**src/rtl/datapath_pkg.sv**
```systemverilog
// Shared definitions for the 4-bit, four-register datapath.
//   DATA_W   : register / ALU data width
//   NUM_REGS : number of registers in the file
//   ADDR_W   : register address width
//   alu_op_e : ALU operation encodings
package datapath_pkg;

  localparam int DATA_W   = 4;
  localparam int NUM_REGS = 4;
  localparam int ADDR_W   = 2;

  typedef enum logic [2:0] {
    OP_ZERO  = 3'b000,
    OP_ONE   = 3'b001,
    OP_INC   = 3'b010,
    OP_DEC   = 3'b011,
    OP_LOAD  = 3'b100,
    OP_PASSA = 3'b101,
    OP_ADD   = 3'b110,
    OP_PASSB = 3'b111
  } alu_op_e;

endpackage

```
**src/rtl/datapath_alu.sv**
```systemverilog
// Combinational ALU for the datapath. All arithmetic wraps modulo 2**DATA_W;
// carry and borrow are dropped.
// Ports:
//   a, b    : operands (A from read port 2, B from read port 1)
//   count   : immediate value passed through by OP_LOAD
//   opcode  : operation select (alu_op_e encoding)
//   f       : result
//   zero    : high when f is all zeros
module alu
  import datapath_pkg::*;
(
  input  logic [DATA_W-1:0] a,
  input  logic [DATA_W-1:0] b,
  input  logic [DATA_W-1:0] count,
  input  logic [2:0]        opcode,
  output logic [DATA_W-1:0] f,
  output logic              zero
);

  localparam logic [DATA_W-1:0] ONE = DATA_W'(1);

  always_comb begin
    f = '0;
    case (alu_op_e'(opcode))
      OP_ZERO:  f = '0;
      OP_ONE:   f = ONE;
      OP_INC:   f = a + ONE;
      OP_DEC:   f = a - ONE;
      OP_LOAD:  f = count;
      OP_PASSA: f = a;
      OP_ADD:   f = a + b;
      OP_PASSB: f = b;
      default:  f = '0;
    endcase
  end

  assign zero = (f == '0);

endmodule

```
**src/rtl/datapath.sv**
```systemverilog
// Four-entry, 4-bit register file with a combinational ALU, sequenced cycle
// by cycle by an external controller.
// Ports:
//   Clk        : clock, all register updates on the rising edge
//   Rst        : synchronous active-high reset, clears R0..R3 (beats writes)
//   wrt_addr   : register written when wrt_en is high
//   wrt_en     : write enable
//   load_data  : write source, 1 = count, 0 = ALU result
//   rd_addr1   : read port 1 address (ALU operand B)
//   rd_addr2   : read port 2 address (ALU operand A)
//   alu_opcode : ALU operation
//   count      : controller immediate value
//   data       : ALU result, combinational
//   zero_flag  : high when data is zero, combinational
module datapath
  import datapath_pkg::*;
(
  input  logic              Clk,
  input  logic              Rst,
  input  logic [ADDR_W-1:0] wrt_addr,
  input  logic              wrt_en,
  input  logic              load_data,
  input  logic [ADDR_W-1:0] rd_addr1,
  input  logic [ADDR_W-1:0] rd_addr2,
  input  logic [2:0]        alu_opcode,
  input  logic [DATA_W-1:0] count,
  output logic [DATA_W-1:0] data,
  output logic              zero_flag
);

  logic [DATA_W-1:0]   regs [NUM_REGS];
  logic [NUM_REGS-1:0] wr_sel;
  logic [DATA_W-1:0]   opnd_a;
  logic [DATA_W-1:0]   opnd_b;
  logic [DATA_W-1:0]   alu_f;
  logic [DATA_W-1:0]   wr_data;

  // One-hot write decode, all zeros when writes are disabled.
  always_comb begin
    wr_sel = '0;
    if (wrt_en) wr_sel[wrt_addr] = 1'b1;
  end

  // Asynchronous reads: a same-cycle write is not bypassed, so a read of the
  // register being written returns its pre-edge value.
  assign opnd_a = regs[rd_addr2];
  assign opnd_b = regs[rd_addr1];

  alu u_alu (
    .a      (opnd_a),
    .b      (opnd_b),
    .count  (count),
    .opcode (alu_opcode),
    .f      (alu_f),
    .zero   (zero_flag)
  );

  assign data = alu_f;

  // The write mux feeds only register D inputs, so no combinational loop
  // forms through the read muxes and ALU.
  assign wr_data = load_data ? count : alu_f;

  for (genvar gi = 0; gi < NUM_REGS; gi++) begin : g_reg
    always_ff @(posedge Clk) begin
      if (Rst)             regs[gi] <= '0;
      else if (wr_sel[gi]) regs[gi] <= wr_data;
    end
  end

endmodule

```
**config.mk**
```make
export PLATFORM = sky130hd
export DESIGN_NAME = datapath
export DESIGN_NICKNAME = d
export VERILOG_FILES = /design/src/rtl/datapath_pkg.sv /design/src/rtl/datapath_alu.sv /design/src/rtl/datapath.sv
export SDC_FILE = /design/constraint.sdc
export NUM_CORES = 1
export LEC_CHECK = 0
export ABC_AREA = 0
export CAP_MARGIN = 10
export CORE_ASPECT_RATIO = 0.75
export CORE_UTILIZATION = 30
export DETAILED_ROUTE_END_ITERATION = 7
export DONT_BUFFER_PORTS = 1
export PLACE_DENSITY = 0.51
export SLEW_MARGIN = 20
export SYNTH_ARGS = -nofsm -noshare
export SYNTH_HDL_FRONTEND = slang
export SYNTH_SLANG_ARGS = --single-unit
```
**constraint.sdc**
```tcl
create_clock -name Clk -period 3.2 [get_ports Clk]
set_input_delay 0.16 -clock Clk [delete_from_list [all_inputs] [get_ports Clk]]
set_output_delay 0.16 -clock Clk [all_outputs]
set_load 0.005 [all_outputs]
```
After elaboration in Yosys (flattened, before gate mapping). Memory sizes are Yosys's and may differ from the RTL's. Index checks and enable logic that the tools add are counted.

Bits in registers: 0. Bits in writable memories: 16. Input port bits: 17. Output and inout bits: 5. Memories kept: 1.

Memory list: regs (depth 4, bits a word 4, read ports 2, clocked after memory_dff 0, wr ports 4, RTL line datapath.sv:31) `logic [DATA_W-1:0] regs [NUM_REGS];`.

Add/sub/neg operators: 3. Order comparisons: 2. Eq/ne operators: 7. Multiplexer cells: 23. Bitwise operators: 4. Reduce and logical (&&, ||, !) cells: 3.

Operators by type and width (count): $pmux 4 s8 (1); $mux 4 (6); $mux 1 (15); $eq 3x3->1 const B (4); $eq 3x2->1 const B (2); $add 4x1->4 const B (1); $add 4x4->4 (1); $logic_not 4->1 (1); $or 1x1->1 (4); $sub 4x1->4 const B (1); $eq 3x1->1 const B (1); $logic_not 3->1 (1); $lt 2x3->1 const B (1); $demux 1 s2 (1); $ge 2x1->1 const B (1); $logic_and 1x1->1 (1).

Logic depth before layout (Yosys ltp).
Depth after elaboration: 9. Mapped depth: 10.

Cells and area by module. From an unflattened synthesis, not the netlist that was laid out.

Cells, all modules: 105. Area total of the unflattened synthesis: 1242.4 µm².

By module, submodules not included: datapath (times used 1, cells each 55, area an instance 848.3 µm²); alu (times used 1, cells each 50, area an instance 394.1 µm²).

Worst setup path before layout. No wires, ideal clock.

Path kind: flip-flop to flip-flop. Start point: mem regs[3][0]. End point: mem regs[0][2] (data pin). Arrival: 2.353 ns. Required time: 2.937 ns. Setup slack: 0.584 ns. Cell stages (with the launch flop): 10. Path buffers: 0. Cell sequence: edfxtp_1 mux4_2 nand3b_1 ha_1 fa_1 xor2_1 a32oi_1 o21ai_0 mux2i_1 nor2_1.

RTL lines (RTL line): start, declared (datapath.sv:31).

==> run metrics <==
Final Hold Viols=0; crit path max fanout=3; Tightest Pin Transition=0.507 ns; Iteration-0 DRC Markers=30; # IOs=22; Core Region=3800 um2; CTS tree=done; chip width=around 76 um; ys async rst share=0%; fmax=331 MHz; critical path class=flip-flop to primary output; total setup buffers inserted after CTS=0; worst setup margin=between 0.15 and 0.2 ns; syn_nets=129; worst hold path class=input port to flip-flop; Fillers=399; final std cells w/o fill=around 160; worst slack after detailed placement=0.286 ns; EDFF count, synth=16; Syn Area/Cell=11.4 um2; Placer Congestion=0.741; Synth Warn #=0; Setup Viol. Count Final=0; fin nets=130; H-tree Lvls=1; Seq/Total Area, Yosys=between 30% and 40%; Max VDD drop=about 0.00020 V; Cells after DPL=156; final period utilization=94.4%; Cell Area, Synth=1240 um2; fin crit period=3.02 ns; DRC viols=0; ratio of cells with drive above 1 in the final layout=10.3%; Max Transition Viols Final=0; CP Launch Type=flip-flop; Top Registers=regs (16); CTS Sinks=16; CTS buffer count=3; Hold Slack=0.172 ns; setup_tns=0 ns; largest net degree at the start of global routing=17; power density over the cells=391 nW/um2; All-Layer GR Usage=13.8%; Root Driver=clkbuf_8; CP arrival=2.86 ns; IO Port Bufs=0; initial antenna violation count=0; Primary FF master, synth=edfxtp_1; drt via density=between 5 and 6; CP endpoint kind=primary output; required time of the critical path=3.04 ns; Clock Pin Slew Worst Setup and Hold Paths=0.06 ns; die area=between 4000 and 5000 um2; Mapped Cells=108; ANT cells=0; FF+latch count, synth=16; clock latency on the worst-skew pair=between 0.2 and 0.3 ns; Layout Skew=0.00311 ns; max reg flops=16; clock buffer depth=2; vias in the first global route=877; Layout area overhead=7.39%; Max-Cap Viols=0; Leak Pwr=0.000507 uW; Routed WL=~2800 um; die height=57.6 um; RSZ-0062 raised after global routing=no; Largest Register=regs; Initial Util=between 30% and 40%; TritonRoute pass-1 iters=4; HPWL Detailed=about 2400 um; WL per Instance=around 18 um; Slew HR=66.1%; global-route wire length before repair=~4500 um; Std-Cell Rows=19; status=finished, final reports clean; routed vias=895; Unique masters post-synth=35; Routed Antenna Nets=0; GRT overflow=0
==> cells in the final DEF, fill, tap and decap left out, types with 2 or more instances in the layout <==
master / count
clkbuf_8: 3
nand2_1: 6
inv_1: 2
a211oi_1: 2
a21o_1: 3
o21ai_0: 3
a32oi_1: 2
nor3_1: 2
ha_1: 3
nor2_1: 14
mux4_1: 4
a21oi_1: 5
o21bai_1: 2
edfxtp_1: 16
mux2i_1: 5
nand3_1: 5
nor2b_1: 7
nand2b_1: 2
mux4_2: 4
and3b_1: 2
==> cell type report <==
cell class | instances | area, um2 | area share, %
clock buffers | 3 | 41.3 | 3.11
inverters | 2 | 7.51 | 0.566
multi-input cells | 86 | 733 | 55.2
flip-flops and latches | 16 | 480 | 36.2
well taps | 52 | 65.1 | 4.90
==> per-stage QoR <==
step / util (%) / total power, uW / instance area (um2)
final: 34.9 / 519 / 1330
after global routing: 34.9 / 539 / 1330
after CTS: 34.9 / 518 / 1330
after detailed placement: 33.8 / 373 / 1290
after global placement: 33.8 / 370 / 1290
after floorplan: - / 353 / 1240
==> power by group <==
group	switching (uW)	leakage [uW]	internal [uW]
Sequential	6.54	0.000167	244
Clock	67.0	0.0000216	83.5
Combinational	60.8	0.000318	57.5
==> per-layer routing <==
metal / global-route usage (%) / part of all wire [%] / vias up
met2: 21.0 / 44 / 32
li1: - / - / 425
met4: 6.04 / 1.3 / 0
met5: 0 / 0 / -
met1: 18.9 / 46 / 433
met3: 3.20 / 8.8 / 5
==> synthesized netlist by cell type, types with 2 or more instances <==
master / instances / area (um2)
a21oi_1: 5 / 25.0
mux4_1: 4 / 105
o21bai_1: 2 / 15.0
mux2i_1: 5 / 50.1
a21o_1: 3 / 22.5
nand2b_1: 2 / 12.5
inv_1: 2 / 7.51
buf_1: 2 / 7.51
and3b_1: 2 / 17.5
o21ai_0: 4 / 20.0
nor2b_1: 7 / 43.8
a32oi_1: 2 / 17.5
nand2_1: 6 / 22.5
nand3_1: 5 / 25.0
a211oi_1: 2 / 15.0
mux4_2: 4 / 90.1
ha_1: 3 / 37.5
nor3_1: 2 / 10.0
edfxtp_1: 16 / 480
clkbuf_1: 2 / 7.51
nor2_1: 14 / 52.6
==> timing repair <==
item / CTS / global route
hold endpoints to repair: 0 / 0
resized for setup: 0 / 1
hold buffers: 0 / 0
setup endpoints to repair: 0 / 1
==> cell families (layout without fill, tap and decap cells) <==
group | after synthesis | count (layout) | synth area share [%]
compound gates | 23 | 23 | 14.0
xor+xnor | 2 | 2 | 2.02
fa+ha+maj | 4 | 4 | 4.66
buf+inv | 6 | 5 | 1.82
flops | 16 | 16 | 38.9
mux | 14 | 14 | 20.7
simple gates | 43 | 43 | 17.9
==> path summary, 6_finish.rpt <==
check,startpoint,endpoint,cells after the start,slack [ns]
setup / recovery,regs[2][0],zero_flag,9,0.18
setup reg to reg,regs[1][1],regs[1][3],9,0.29
hold / removal,wrt_addr[0],regs[3][3],2,0.17
hold reg to reg,regs[0][3],regs[3][3],4,1.17
==> worst max-delay path, stage by stage (launching register included) <==
cell	delay, ns
edfxtp_1	0.41
mux4_2	0.49
nand3b_1	0.17
ha_1	0.22
fa_1	0.38
xor2_1	0.17
a32oi_1	0.18
o21ai_1	0.14
nor3_1	0.24
and3_1	0.22
Power figures use the tool's default switching activity.
